==> src/rtl/fetch_ctrl.sv <==
// Instruction fetch controller: one-entry buffer between the instruction bus and decode,
// with delay-slot branches, exception flush redirects and misaligned-PC detection.
`timescale 1ns/1ps
module fetch_ctrl (
  input  logic        cpu_clk_50M,
  input  logic        cpu_rst,
  input  logic        stall_i,
  input  logic        flush_i,
  input  logic [31:0] flush_pc_i,
  input  logic        br_taken_i,
  input  logic [31:0] br_target_i,
  output logic        ibus_req_o,
  output logic [31:0] ibus_addr_o,
  input  logic        ibus_ack_i,
  input  logic [31:0] ibus_rdata_i,
  output logic        inst_valid_o,
  output logic [31:0] inst_o,
  output logic [31:0] inst_pc_o,
  output logic [4:0]  if_exc_code_o,
  output logic [31:0] if_exc_badvaddr_o,
  output logic [1:0]  fsm_state_o
);

  localparam logic [31:0] RESET_PC = 32'hBFC0_0000;
  localparam logic [4:0]  EC_NONE  = 5'h00;
  localparam logic [4:0]  EC_ADEL  = 5'h04;

  typedef enum logic [1:0] {
    IDLE      = 2'd0,
    FETCH     = 2'd1,
    WAIT_CONS = 2'd2
  } state_t;

  state_t      state;
  logic [31:0] pc_r;
  logic [31:0] br_tgt_r;
  logic [31:0] kill_tgt_r;
  logic        br_pend_r;
  logic        kill_pend_r;
  logic [31:0] next_pc;
  logic        aligned;
  logic        consume;

  // Handshakes: the bus transfers a word on any cycle where ibus_req_o and ibus_ack_i are
  // both high (ack may be combinational); decode takes the buffer when inst_valid_o & ~stall_i.
  assign aligned     = (pc_r[1:0] == 2'b00);
  assign ibus_req_o  = (state == FETCH) && aligned;
  assign ibus_addr_o = {3'b000, pc_r[28:0]};
  assign consume     = inst_valid_o & ~stall_i;
  assign fsm_state_o = state;

  always_comb begin
    next_pc = pc_r + 32'd4;
    if (br_taken_i)
      next_pc = br_target_i;
    else if (br_pend_r)
      next_pc = br_tgt_r;
  end

  always_ff @(posedge cpu_clk_50M) begin
    if (cpu_rst) begin
      state             <= IDLE;
      pc_r              <= RESET_PC;
      br_tgt_r          <= 32'h0;
      kill_tgt_r        <= 32'h0;
      br_pend_r         <= 1'b0;
      kill_pend_r       <= 1'b0;
      inst_valid_o      <= 1'b0;
      inst_o            <= 32'h0;
      inst_pc_o         <= 32'h0;
      if_exc_code_o     <= EC_NONE;
      if_exc_badvaddr_o <= 32'h0;
    end else begin
      case (state)
        IDLE: begin
          if (flush_i) begin
            pc_r      <= flush_pc_i;
            br_pend_r <= 1'b0;
          end
          state <= FETCH;
        end

        FETCH: begin
          if (!aligned) begin
            // No bus cycle: the fault itself is what decode receives.
            if (flush_i) begin
              pc_r      <= flush_pc_i;
              br_pend_r <= 1'b0;
            end else begin
              inst_valid_o      <= 1'b1;
              inst_o            <= 32'h0;
              inst_pc_o         <= pc_r;
              if_exc_code_o     <= EC_ADEL;
              if_exc_badvaddr_o <= pc_r;
              state             <= WAIT_CONS;
              if (br_taken_i) begin
                br_pend_r <= 1'b1;
                br_tgt_r  <= br_target_i;
              end
            end
          end else if (ibus_ack_i) begin
            if (flush_i) begin
              pc_r        <= flush_pc_i;
              kill_pend_r <= 1'b0;
              br_pend_r   <= 1'b0;
            end else if (kill_pend_r) begin
              pc_r        <= kill_tgt_r;
              kill_pend_r <= 1'b0;
              br_pend_r   <= 1'b0;
            end else begin
              inst_valid_o      <= 1'b1;
              inst_o            <= ibus_rdata_i;
              inst_pc_o         <= pc_r;
              if_exc_code_o     <= EC_NONE;
              if_exc_badvaddr_o <= 32'h0;
              pc_r              <= next_pc;
              br_pend_r         <= 1'b0;
              state             <= WAIT_CONS;
            end
          end else begin
            // Request outstanding: redirects are remembered until the ack retires it.
            if (flush_i) begin
              kill_pend_r <= 1'b1;
              kill_tgt_r  <= flush_pc_i;
              br_pend_r   <= 1'b0;
            end else if (br_taken_i && !kill_pend_r) begin
              br_pend_r <= 1'b1;
              br_tgt_r  <= br_target_i;
            end
          end
        end

        WAIT_CONS: begin
          if (flush_i) begin
            inst_valid_o <= 1'b0;
            pc_r         <= flush_pc_i;
            br_pend_r    <= 1'b0;
            state        <= FETCH;
          end else begin
            if (br_taken_i) begin
              pc_r      <= br_target_i;
              br_pend_r <= 1'b0;
            end else if (br_pend_r) begin
              pc_r      <= br_tgt_r;
              br_pend_r <= 1'b0;
            end
            if (consume) begin
              inst_valid_o <= 1'b0;
              state        <= FETCH;
            end
          end
        end

        default: state <= IDLE;
      endcase
    end
  end

endmodule
==> config.mk <==
export PLATFORM = sky130hd
export DESIGN_NAME = fetch_ctrl
export DESIGN_NICKNAME = d
export VERILOG_FILES = /design/src/rtl/fetch_ctrl.sv
export SDC_FILE = /design/constraint.sdc
export NUM_CORES = 1
export LEC_CHECK = 0
export ABC_AREA = 1
export ABC_CLOCK_PERIOD_IN_PS = 2300
export BUFFER_PORTS_ARGS = -buffer_cell sky130_fd_sc_hd__buf_4
export CAP_MARGIN = 20
export CORE_ASPECT_RATIO = 0.9
export CORE_MARGIN = 2
export CORE_UTILIZATION = 45
export CTS_CLUSTER_SIZE = 25
export DETAILED_ROUTE_END_ITERATION = 10
export GPL_TIMING_DRIVEN = 1
export PLACE_DENSITY = 0.64
export SYNTH_ARGS = -nofsm -noshare
export SYNTH_HDL_FRONTEND = slang
export SYNTH_SLANG_ARGS = --single-unit
==> constraint.sdc <==
create_clock -name cpu_clk_50M -period 2.3 [get_ports cpu_clk_50M]
set_input_delay 0.69 -clock cpu_clk_50M [delete_from_list [all_inputs] [get_ports cpu_clk_50M]]
set_output_delay 0.69 -clock cpu_clk_50M [all_outputs]
set_load 0.05 [all_outputs]
After elaboration in Yosys (flattened, before gate mapping)
Index checks and enable logic that the tools add are counted.

operators by class
  add/subtract/negate cells = 1
  multiplexer cells = 62
  magnitude comparators = 0
  equality and inequality tests = 18
  shifts and indexed selects = 0
  reduce and logical (&&, ||, !) cells = 17
  bitwise operators = 3
  $mul = 0
  div/mod/pow operators = 0

operators by type and width
  kind                                            number
  two-way mux 32 bit                              30
  one-hot mux 32 bit (3 select lines)             1
  adder 32 x 3 -> 32 bit (second input constant)  1
  two-way mux 5 bit                               5
  two-way mux 1 bit                               16
  != test 3 bit (second input constant)           5
  two-way mux 2 bit                               7
  AND reduction 6 bit                             2
  != test 2 bit (second input constant)           5
  AND reduction 5 bit                             2
  != test 4 bit (second input constant)           2
  AND reduction 4 bit                             2
  != test 2 x 1 -> 1 bit (second input constant)  3
  one-hot mux 2 bit (3 select lines)              1
  AND reduction 3 bit                             2
  nonzero test 2 bit                              3
  != test 5 x 4 -> 1 bit (second input constant)  1
  zero test 2 bit                                 2
  one-hot mux 1 bit (3 select lines)              1
  nonzero test 3 bit                              1
  == test 2 x 1 -> 1 bit (second input constant)  1
  == test 2 bit (second input constant)           1
  logical AND 1 bit                               2
  inverter 1 bit                                  2
  other kinds (3)                                 3

storage, ports and cells
  memories kept = 0
  latch bits = 0
  RAM bits = 0
  memory bits (read-only) = 0
  register bits after elaboration = 202

Logic depth before layout (Yosys ltp)
Gate-level depths: netlist (run 1).

  depth after elaboration = 8
  mapped depth = 17

Least setup slack after synthesis (run 1)
Ideal clock, no wire load.

  kind = register to output
  from = reg state[0] (netlist: fsm_state_o[0])
  to = out ibus_req_o
  stages on the path, launching flop included = 5
  setup slack = 0.041 ns
  buffers on the path = 1
  required time = 1.610 ns
  data arrival time = 1.569 ns
  cells stage by stage = dfxtp_1 -> ha_1 -> inv_1 -> nor2_1 -> buf_2

on the way
  longest elaborated chain between the ends = 2

RTL lines
  element                 RTL line  text
  from (decl)             34        state_t state;
  from (signal assigned)  62        state <= IDLE;
  from (signal assigned)  80        state <= FETCH;
  from (signal assigned)  95        state <= WAIT_CONS;
  == test 2 x 1 -> 1 bit  47        assign ibus_req_o = (state == FETCH) && aligned;
  logical AND 1 bit       47
  to (decl)               12        output logic ibus_req_o,

No other way between the ends.

Final worst setup path (run 1)
  from = reg pc_r[5]
  to = reg pc_r[26]

on the way
  longest elaborated chain between the ends = 8

RTL lines
  element                              RTL line  text
  from (decl)                          35        logic [31:0] pc_r;
  from (signal assigned)               77        pc_r <= flush_pc_i;
  from (signal assigned)               87        pc_r <= flush_pc_i;
  from (signal assigned)               103       pc_r <= flush_pc_i;
  adder 32 x 3 -> 32 bit               53        next_pc = pc_r + 32'd4;
  two-way mux 32 bit                   56        else if (br_pend_r)
  two-way mux 32 bit                   54        if (br_taken_i)
  two-way mux 32 bit                   106       end else if (kill_pend_r) begin
  two-way mux 32 bit                   102       if (flush_i) begin
  two-way mux 32 bit                   101       end else if (ibus_ack_i) begin
  two-way mux 32 bit                   84        if (!aligned) begin
  one-hot mux 32 bit (3 select lines)  74        case (state)

No other way between the ends. The select of a mux whose other input is x is not followed.
A chain may end at the register's enable or synchronous reset.

==> results by group, run 1 <==
Synth
  – Synth top area share: 0.357
  – Post-synthesis async set-or-reset flop share: 0
  – Biggest area consumer among synthesized cells: dfxtp_1
  – Top post-synthesis cells by area: dfxtp_1 36%, nand2_1 17%, a21oi_1 11%, nor2_1 6.5%, o21ai_0 4.7%
  – Post-synth EDFFs: 0
  – Syn_area_per_cell: 6.33 µm²
  – Distinct cells, synth: 43
  – Synthesized area: 11100 µm²
  – Syn Inst Count: 1755
  – Yosys reg bits: 198
  – Post-synthesis sequential area ratio: 0.357
  – Yosys warning count: 0
  – Primary FF master, synth: dfxtp_1

Global routing
  – Gr ovfl total: 0
  – Vias in the first global route: 11500
  – Antenna violations before repair: 0
  – First-pass GRT wire length: 61.7 mm
  – Largest net degree at the start of global routing: 136
  – GR Util All Layers: 0.301

Detailed routing
  – Post-DR wirelength/cell: 17.5 µm
  – Initial drt markers: 1066
  – Total Wirelength: 39.9 mm
  – Avg Vias per Cell: 5.46
  – First-pass iteration count of the detailed router: 5
  – ANT nets after route: 0
  – Via Count: 12400
  – DRC viols: 0

STA
  – Relative slew slack: 0.555
  – Slew Limit Fails: 0
  – Min Clock Period, post-route: 2.25 ns
  – Worst clock skew: 0.0183 ns
  – PnR worst setup slack: 0.0532 ns
  – Final number of hold-violating endpoints: 0
  – Fin crit share: 0.977
  – Endpoints failing setup: 0
  – RSZ-0062 raised after global routing: true
  – Fmax achieved: 445 MHz
  – Slew @ Worst Pin: 0.668 ns

Final layout
  – Final #Nets: 2062
  – Filler cells: 2407
  – Cell area after layout: 14000 µm²
  – Area grow syn2layout: 25.7%
  – Commonest cells after routing, fill and taps aside: 497 x nand2_1, 318 x buf_4, 251 x a21oi_1, 196 x dfxtp_1, 191 x nor2_1
  – Storage cell area: 3970 µm²
  – ANT cells: 0
  – Most common cell after layout, fill and taps aside: nand2_1
  – Fraction of layout cells with a size suffix above 1: 0.204
  – Multi-input logic area: 5830 µm²

Clocking
  – CTS max path bufs: 2
  – Clk pin slew, worst setup/hold paths: 0.09 ns
  – Clock net sink count: 198
  – Root Driver: clkbuf_16
  – CTS Buf Count: 17
  – Hold_buf cts: 0
  – H-tree Lvls: 4
  – TritonCTS clock tree: built
  – Clk_lat worst skew: 0.45 ns

Placed design
  – # port buffers: 231
  – GPL Wtd Cong: 0.973
  – Placed Area: 13300 µm²
  – Post-DP HPWL: 28.2 mm
  – Dpl ws: 0.101 ns

Worst hold path
  – Hold Path Origin: br_tgt_r[7]
  – Worst hold path class: flop to flop
  – Worst hold path cell count: 2
  – Min-Delay Endpoint: br_tgt_r[7]

Die
  – I/O pins: 239
  – Effective utilization at floorplan: 0.458
  – # rows: 54
  – Die Ht: 153 µm
  – Core area: 24300 µm²
  – Die Width: 170 µm
  – Die ar.: 26000 µm²

Critical path
  – WP data arrival: 2.63 ns
  – R2R depth: 15
  – Critical path capture point type: flop
  – Critical path type: flop to flop
  – Worst-path fanout max: 6
  – FF-to-FF setup slack: 0.05 ns
  – Critical Path RT: 2.69 ns
  – R2R Path End: pc_r[26]
  – R2r startpoint: pc_r[5]
  – Startpoint Class: flop

Flow run
  – Max cap viols: 0

Pwr
  – Clock Power Share: 0.189
  – P_leak: 6.11 nW
  – Internal Power: 0.00880 W
  – Register share of total power: 0.270
  – Pwr per Cell Area: 1230 nW/µm²
  – Combinational share of power: 0.541
  – Switching power: 0.00843 W
  – Max rail drop VDD: 609 µV
  – Tot Pwr: 0.0172 W
  – Sw Ratio: 0.489

Outcome
  – Status: finished, final reports clean
## worst max-delay path, stage by stage, from the launching register on
cell and delay, ns:
dfxtp_1 0.55, nand3_1 0.32, nor2_2 0.23, nand2_1 0.13
nor2_2 0.13, buf_4 0.14, nand3_1 0.06, nand3_1 0.13
nand2_1 0.07, nand2_1 0.05, nand2_1 0.08, nand2_1 0.07
nand2_1 0.05, nand2_1 0.06, nand2_1 0.06, nand2_1 0.06
## power groups by stage
stage | logic (W) | registers, W | clock network (W)
finish | 0.00931 | 0.00465 | 0.00326
global route | 0.0101 | 0.00472 | 0.00343
CTS | 0.00914 | 0.00464 | 0.00331
detailed placement | 0.00911 | 0.00471 | 0
global placement | 0.00904 | 0.00470 | 0
floorplan | 0.00562 | 0.00524 | 0
## synthesized netlist by cell type, types with 7 or more instances
cell / count
a211oi_1: 13
a21oi_1: 251
a221oi_1: 11
a31oi_1: 9
buf_1: 7
buf_2: 34
buf_4: 40
clkbuf_1: 64
dfxtp_1: 198
inv_1: 119
nand2_1: 497
nand2_2: 9
nand3_1: 93
nor2_1: 192
nor2_2: 10
nor3_1: 10
o211ai_1: 19
o21ai_0: 104
o21ai_1: 11
o22ai_1: 7
## layout make-up
cell class / instances / share of cell area
Sequential cell: 198 / 0.284
Clock buffer: 17 / 0.0305
Clock inverter: 15 / 0.0152
Inverter: 129 / 0.0347
Timing Repair Buffer: 332 / 0.190
Multi-Input combinational cell: 1277 / 0.418
Tap cell: 308 / 0.0276
## how the worst max path moves through the flow
stage	start	end	slack (ns)	depth (start not counted)
finish	pc_r[5]	pc_r[26]	0.05	15
detailed placement	flush_i	br_tgt_r[17]	0.10	7
floorplan	fsm_state_o[0]	ibus_req_o	0.04	4
global route	pc_r[3]	pc_r[26]	-0.02	16
CTS	fsm_state_o[1]	ibus_req_o	0.02	6
global placement	flush_i	br_tgt_r[17]	0.11	7
## cells by family (layout without fill, tap and decap cells)
family | Yosys count | after routing | share of synthesized area
buffers and inverters | 286 | 493 | 0.122
multiplexers | 1 | 1 | 0.000901
AND/OR/NAND/NOR | 825 | 825 | 0.300
other | 1 | 7 | 0.000338
AO/OA/AOI/OAI | 436 | 436 | 0.212
adder cells (fa/ha/maj) | 5 | 5 | 0.00563
XOR/XNOR | 3 | 3 | 0.00237
flip-flops | 198 | 198 | 0.357
## what timing repair did
action                     CTS  global route
resized for setup            3             3
pin swaps                    0             0
buffers inserted             0             4
setup endpoints to repair    1             4
## metal layers
metal	share of wire	wire length, µm	vias up	global-route usage
li1	-	-	6060	-
met1	0.42	16900	5749	0.399
met2	0.47	18700	526	0.495
met3	0.078	3130	86	0.0484
met4	0.031	1240	0	0.112
met5	0	0	-	0
## per-stage QoR
step,hold slack [ns],TNS [ns],utilization,cells
floorplan,0.424,0,-,1761
global placement,0.433,0,0.547,2240
detailed placement,0.441,0,0.547,2240
CTS,0.454,0,0.574,2272
global route,0.469,-0.0251,0.575,2276
finish,0.453,0,0.575,2276
## registers in the layout, indices dropped and copies added (netlist names), 2 cells and up
register and flops:
inst_pc_o 32, br_tgt_r 32, kill_tgt_r 32, inst_o 32, fsm_state_o 2, if_exc_badvaddr_o 32, pc_r 32
(Power assumes the default switching activity.)
==> run 2, diff against run 1 <==
Settings changed: REMOVE_ABC_BUFFERS set to 1.
==> run 2 against run 1 <==
  * Worst hold slack is essentially flat
  * Design area shrank 0.69%
  * Via count shrank 1.0%
  * Sequential cell count is the same
  * Largest power group unchanged
  * Final cell count shrank 0.48%
  * Highest routed layer unchanged
  * Clock power shrank 4%
  * Combinational power grew 0.4%
==> results by group, run 2 (synthesis results as in run 1) <==
Outcome
  – Status: finished, final reports clean

Final layout
  – Fraction of layout cells with a size suffix above 1: 0.199
  – Cell area after layout: 13900 µm²
  – Area grow syn2layout: 24.8%
  – Commonest cells after routing, fill and taps aside: 497 x nand2_1, 307 x buf_4, 251 x a21oi_1, 197 x dfxtp_1, 191 x nor2_1
  – Final #Nets: 2052
  – Most common cell after layout, fill and taps aside: nand2_1
  – ANT cells: 0

Clocking
  – Clk pin slew, worst setup/hold paths: 0.08 ns
  – H-tree Lvls: 4
  – Clock net sink count: 198
  – Root Driver: clkbuf_16
  – TritonCTS clock tree: built
  – Clk_lat worst skew: 0.45 ns
  – CTS max path bufs: 2
  – CTS Buf Count: 17
  – Hold_buf cts: 0

Die
  – Effective utilization at floorplan: 0.458
  – I/O pins: 239
  – Core area: 24300 µm²
  – Die Width: 170 µm
  – Die Ht: 153 µm
  – Die ar.: 26000 µm²
  – # rows: 54

Critical path
  – R2r startpoint: pc_r[2]
  – WP data arrival: 2.59 ns
  – R2R depth: 14
  – R2R Path End: pc_r[24]
  – Critical Path RT: 2.65 ns
  – Startpoint Class: flop
  – Critical path type: flop to flop
  – Worst-path fanout max: 4
  – Critical path capture point type: flop
  – FF-to-FF setup slack: 0.07 ns

STA
  – Min Clock Period, post-route: 2.23 ns
  – Final number of hold-violating endpoints: 0
  – Slew @ Worst Pin: 0.702 ns
  – PnR worst setup slack: 0.0653 ns
  – Hold Worst Slack: 0.454 ns
  – Endpoints failing setup: 0
  – Relative slew slack: 0.532
  – RSZ-0062 raised after global routing: true
  – Fin crit share: 0.972
  – Worst clock skew: 0.0130 ns
  – Fmax achieved: 447 MHz
  – Slew Limit Fails: 0

Pwr
  – Max rail drop VDD: 691 µV
  – P_leak: 6.04 nW
  – Pwr per Cell Area: 1230 nW/µm²

Placed design
  – Post-DP HPWL: 27.6 mm
  – Dpl ws: 0.177 ns
  – GPL Wtd Cong: 0.927
  – Placed Area: 13200 µm²
  – # port buffers: 231

Detailed routing
  – Via Count: 12300
  – Total Wirelength: 39.8 mm
  – Post-DR wirelength/cell: 17.6 µm
  – Initial drt markers: 1130
  – ANT nets after route: 0
  – DRC viols: 0
  – First-pass iteration count of the detailed router: 6
  – Avg Vias per Cell: 5.43

Worst hold path
  – Worst hold path class: flop to flop
  – Hold Path Origin: br_tgt_r[0]
  – Min-Delay Endpoint: br_tgt_r[0]
  – Worst hold path cell count: 2

Global routing
  – Vias in the first global route: 11400
  – GR Util All Layers: 0.302
  – First-pass GRT wire length: 62.5 mm
  – Gr ovfl total: 0
  – Antenna violations before repair: 0
  – Largest net degree at the start of global routing: 136

Flow run
  – Max cap viols: 0
-- run 2: how the worst max path moves through the flow --
| stage | end | slack [ns] | from | depth (start not counted) |
|---|---|---|---|---|
| 2_1_floorplan | if_exc_badvaddr_o[0] | -2.12 | kill_pend_r | 5 |
| 3_3_place_gp | pc_r[24] | 0.17 | pc_r[2] | 14 |
| 3_5_place_dp | pc_r[21] | 0.18 | flush_i | 9 |
| 4_1_cts | ibus_req_o | 0.03 | fsm_state_o[1] | 6 |
| 5_1_grt | pc_r[24] | -0.03 | pc_r[2] | 14 |
| 6_report | pc_r[24] | 0.07 | pc_r[2] | 14 |
-- run 2: what timing repair did --
| action | 4_1_cts | 5_1_grt |
|---|---|---|
| setup buffers | 1 | 0 |
| hold endpoints to repair | 0 | 0 |
| gates cloned | 0 | 0 |
| setup endpoints to repair | 1 | 11 |
| gates resized for setup | 2 | 6 |
-- run 2: worst max-delay path: stages, from the launching register on --
cell and delay (ns):
dfxtp_1 0.35, ha_1 0.19, nand3_1 0.24, nor2_1 0.22, nand2_1 0.18, nor2_1 0.24, a21oi_1 0.12, o21ai_1 0.21
nand2_1 0.08, nand2_1 0.06, nand2_1 0.04, nand2_1 0.06, nand2_1 0.04, nand2_1 0.06, nand2_1 0.05
-- run 2: metal layers --
metal,up-vias,wire length (µm),GRT usage
met3,76,3390,0.0583
met2,550,17600,0.483
met5,-,0,0
met4,0,992,0.0867
li1,6017,-,-
met1,5653,17800,0.416
-- run 2: metrics by stage --
step           total power [W]  setup TNS, ns  cells  utilization
4_1_cts                 0.0169              0   2265        0.570
3_5_place_dp            0.0138              0   2233        0.545
5_1_grt                 0.0182        -0.0431   2265        0.571
6_report                0.0171              0   2265        0.571
2_1_floorplan           0.0102        -261.81   1604            -
3_3_place_gp            0.0137              0   2233        0.545
-- run 2: area by class of cell --
type                    count  area, µm²
flip-flops and latches    198       3970
repair buffers            322       2580
well taps                 308        385
multi-input cells        1277       5850
fillers                  2438      10400
inverters                 129        484
clock buffers              17        425
clock inverters            14        176
-- run 2: where the power goes --
group          switching (W)  internal (W)
clock                0.00157       0.00157
sequential          0.000510       0.00411
combinational        0.00630       0.00305
==> run 3, diff against run 2 <==
Settings changed: CTS_BUF_LIST set to sky130_fd_sc_hd__clkbuf_8.
==> run 3 against run 2 <==
  * Worst setup slack improved by 0.0066 ns
  * Combinational power barely moved
  * Critical path type unchanged
  * Total power fell by 4.2%
  * Worst hold slack got worse by 0.0095 ns
  * Via count barely moved
  * Clock skew rose by 0.0080 ns
  * Core utilization fell by 0.74 points
  * Sequential power barely moved
  * Maximum frequency rose by 0.30%
  * Non-clock buffer count did not move
  * Register-to-register slack barely moved
  * Global-route usage fell by 0.082 points
==> results by group, run 3 (synthesis results as in run 1) <==
STA
  – Fin crit share: 0.969
  – Fmax achieved: 449 MHz
  – PnR worst setup slack: 0.0719 ns
  – Hold Worst Slack: 0.444 ns
  – Worst clock skew: 0.0210 ns
  – Min Clock Period, post-route: 2.23 ns
  – Setup tns final: 0 ns
  – Slew Limit Fails: 0
  – Relative slew slack: 0.537
  – RSZ-0062 raised after global routing: true
  – Slew @ Worst Pin: 0.694 ns
  – Endpoints failing setup: 0
  – Final number of hold-violating endpoints: 0

Critical path
  – Critical Path Source: pc_r[5]
  – Critical path capture point type: flop
  – Startpoint Class: flop
  – R2r startpoint: pc_r[5]
  – R2R Path End: pc_r[24]
  – Critical path type: flop to flop
  – FF-to-FF setup slack: 0.07 ns
  – Critical Path RT: 2.69 ns
  – Setup crit end: pc_r[24]
  – Worst-path fanout max: 4
  – R2R depth: 13
  – WP data arrival: 2.62 ns

Die
  – # rows: 54
  – Die Width: 170 µm
  – Effective utilization at floorplan: 0.458
  – Core area: 24300 µm²
  – Die Ht: 153 µm
  – Die ar.: 26000 µm²
  – I/O pins: 239

Detailed routing
  – Post-DR wirelength/cell: 17.5 µm
  – ANT nets after route: 0
  – First-pass iteration count of the detailed router: 8
  – Avg Vias per Cell: 5.43
  – Via Count: 12300
  – DRC viols: 0
  – Total Wirelength: 39.6 mm
  – Initial drt markers: 1140

Pwr
  – P_leak: 5.96 nW
  – Max rail drop VDD: 682 µV
  – Pwr per Cell Area: 1200 nW/µm²

Placed design
  – Post-DP HPWL: 27.6 mm
  – Dpl ws: 0.177 ns
  – # port buffers: 231
  – GPL Wtd Cong: 0.927

Clocking
  – Clk_lat worst skew: 0.50 ns
  – CTS Buf Count: 17
  – Hold_buf cts: 0
  – Clock net sink count: 198
  – H-tree Lvls: 4
  – Clk pin slew, worst setup/hold paths: 0.13 ns
  – Root Driver: clkbuf_8
  – CTS max path bufs: 2
  – TritonCTS clock tree: built

Global routing
  – Vias in the first global route: 11300
  – Gr ovfl total: 0
  – GR Util All Layers: 0.302
  – First-pass GRT wire length: 62.4 mm
  – Antenna violations before repair: 0
  – Largest net degree at the start of global routing: 136

Final layout
  – Filler cells: 2470
  – ANT cells: 0
  – Post-Route Utilization: 0.564
  – Storage cell area: 3970 µm²
  – Fraction of layout cells with a size suffix above 1: 0.201
  – Area grow syn2layout: 23.2%
  – Most common cell after layout, fill and taps aside: nand2_1
  – Multi-input logic area: 5860 µm²
  – Commonest cells after routing, fill and taps aside: 497 x nand2_1, 308 x buf_4, 251 x a21oi_1, 195 x dfxtp_1, 191 x nor2_1
  – Final #Nets: 2052

Flow run
  – Max cap viols: 0

Outcome
  – Status: finished, final reports clean

Worst hold path
  – Worst hold path class: input pin to flop
  – Hold Path Origin: flush_pc_i[0]
[run 3: cell count changes in the layout (fill, tap and decap cells not counted), moves of 2 or more]
cell | before | now
clkbuf_16 | 17 | 0
clkbuf_8 | 0 | 17
buf_6 | 3 | 1
dfxtp_1 | 197 | 195
dfxtp_2 | 1 | 3
[run 3: final cells by class]
type,instances,area share
repair buffers,322,0.188
clock inverters,14,0.0129
multi-input cells,1277,0.428
flip-flops and latches,198,0.290
clock buffers,17,0.0171
inverters,129,0.0354
well taps,308,0.0282
[run 3: how the worst min path moves through the flow]
stage                                end  slack (ns)  depth (start not counted)
after floorplan              br_tgt_r[0]        0.43                          2
after global routing       kill_tgt_r[0]        0.44                          3
after global placement    kill_tgt_r[21]        0.44                          2
after detailed placement  kill_tgt_r[26]        0.44                          2
final                      kill_tgt_r[0]        0.44                          3
after CTS                  kill_tgt_r[0]        0.42                          3
[run 3: repair_timing]
| action | CTS | global route |
|---|---|---|
| buffers inserted | 1 | 0 |
| resized for setup | 4 | 9 |
| endpoints found under the setup margin | 1 | 11 |
[run 3: report_power, final]
part	total (W)	switching (W)	internal, W	leakage [nW]
registers	0.00462	0.000508	0.00411	1.61
logic	0.00937	0.00630	0.00307	4.14
clock network	0.00240	0.00147	0.000930	0.208
[run 3: per-layer routing]
metal | track usage | wire length (µm)
met4 | 0.0847 | 954
met5 | 0 | 0
met3 | 0.0601 | 3330
met2 | 0.477 | 17400
met1 | 0.418 | 17800
[run 3: metrics by stage]
stage,cell area [µm²],power (W),cells
after global routing,13700,0.0174,2265
after CTS,13700,0.0162,2265
after floorplan,10300,0.0102,1604
final,13700,0.0164,2265
after detailed placement,13200,0.0138,2233
after global placement,13200,0.0137,2233
[run 3: critical path, cell delays in order, from the launching register on]
cell and delay, ns:
dfxtp_1 0.49, nand3_1 0.29, nor2_1 0.22, nand2_1 0.17
nor2_1 0.23, a21oi_1 0.12, o21ai_1 0.20, nand2_1 0.08
nand2_1 0.06, nand2_1 0.04, nand2_1 0.06, nand2_1 0.04
nand2_1 0.06, nand2_1 0.05
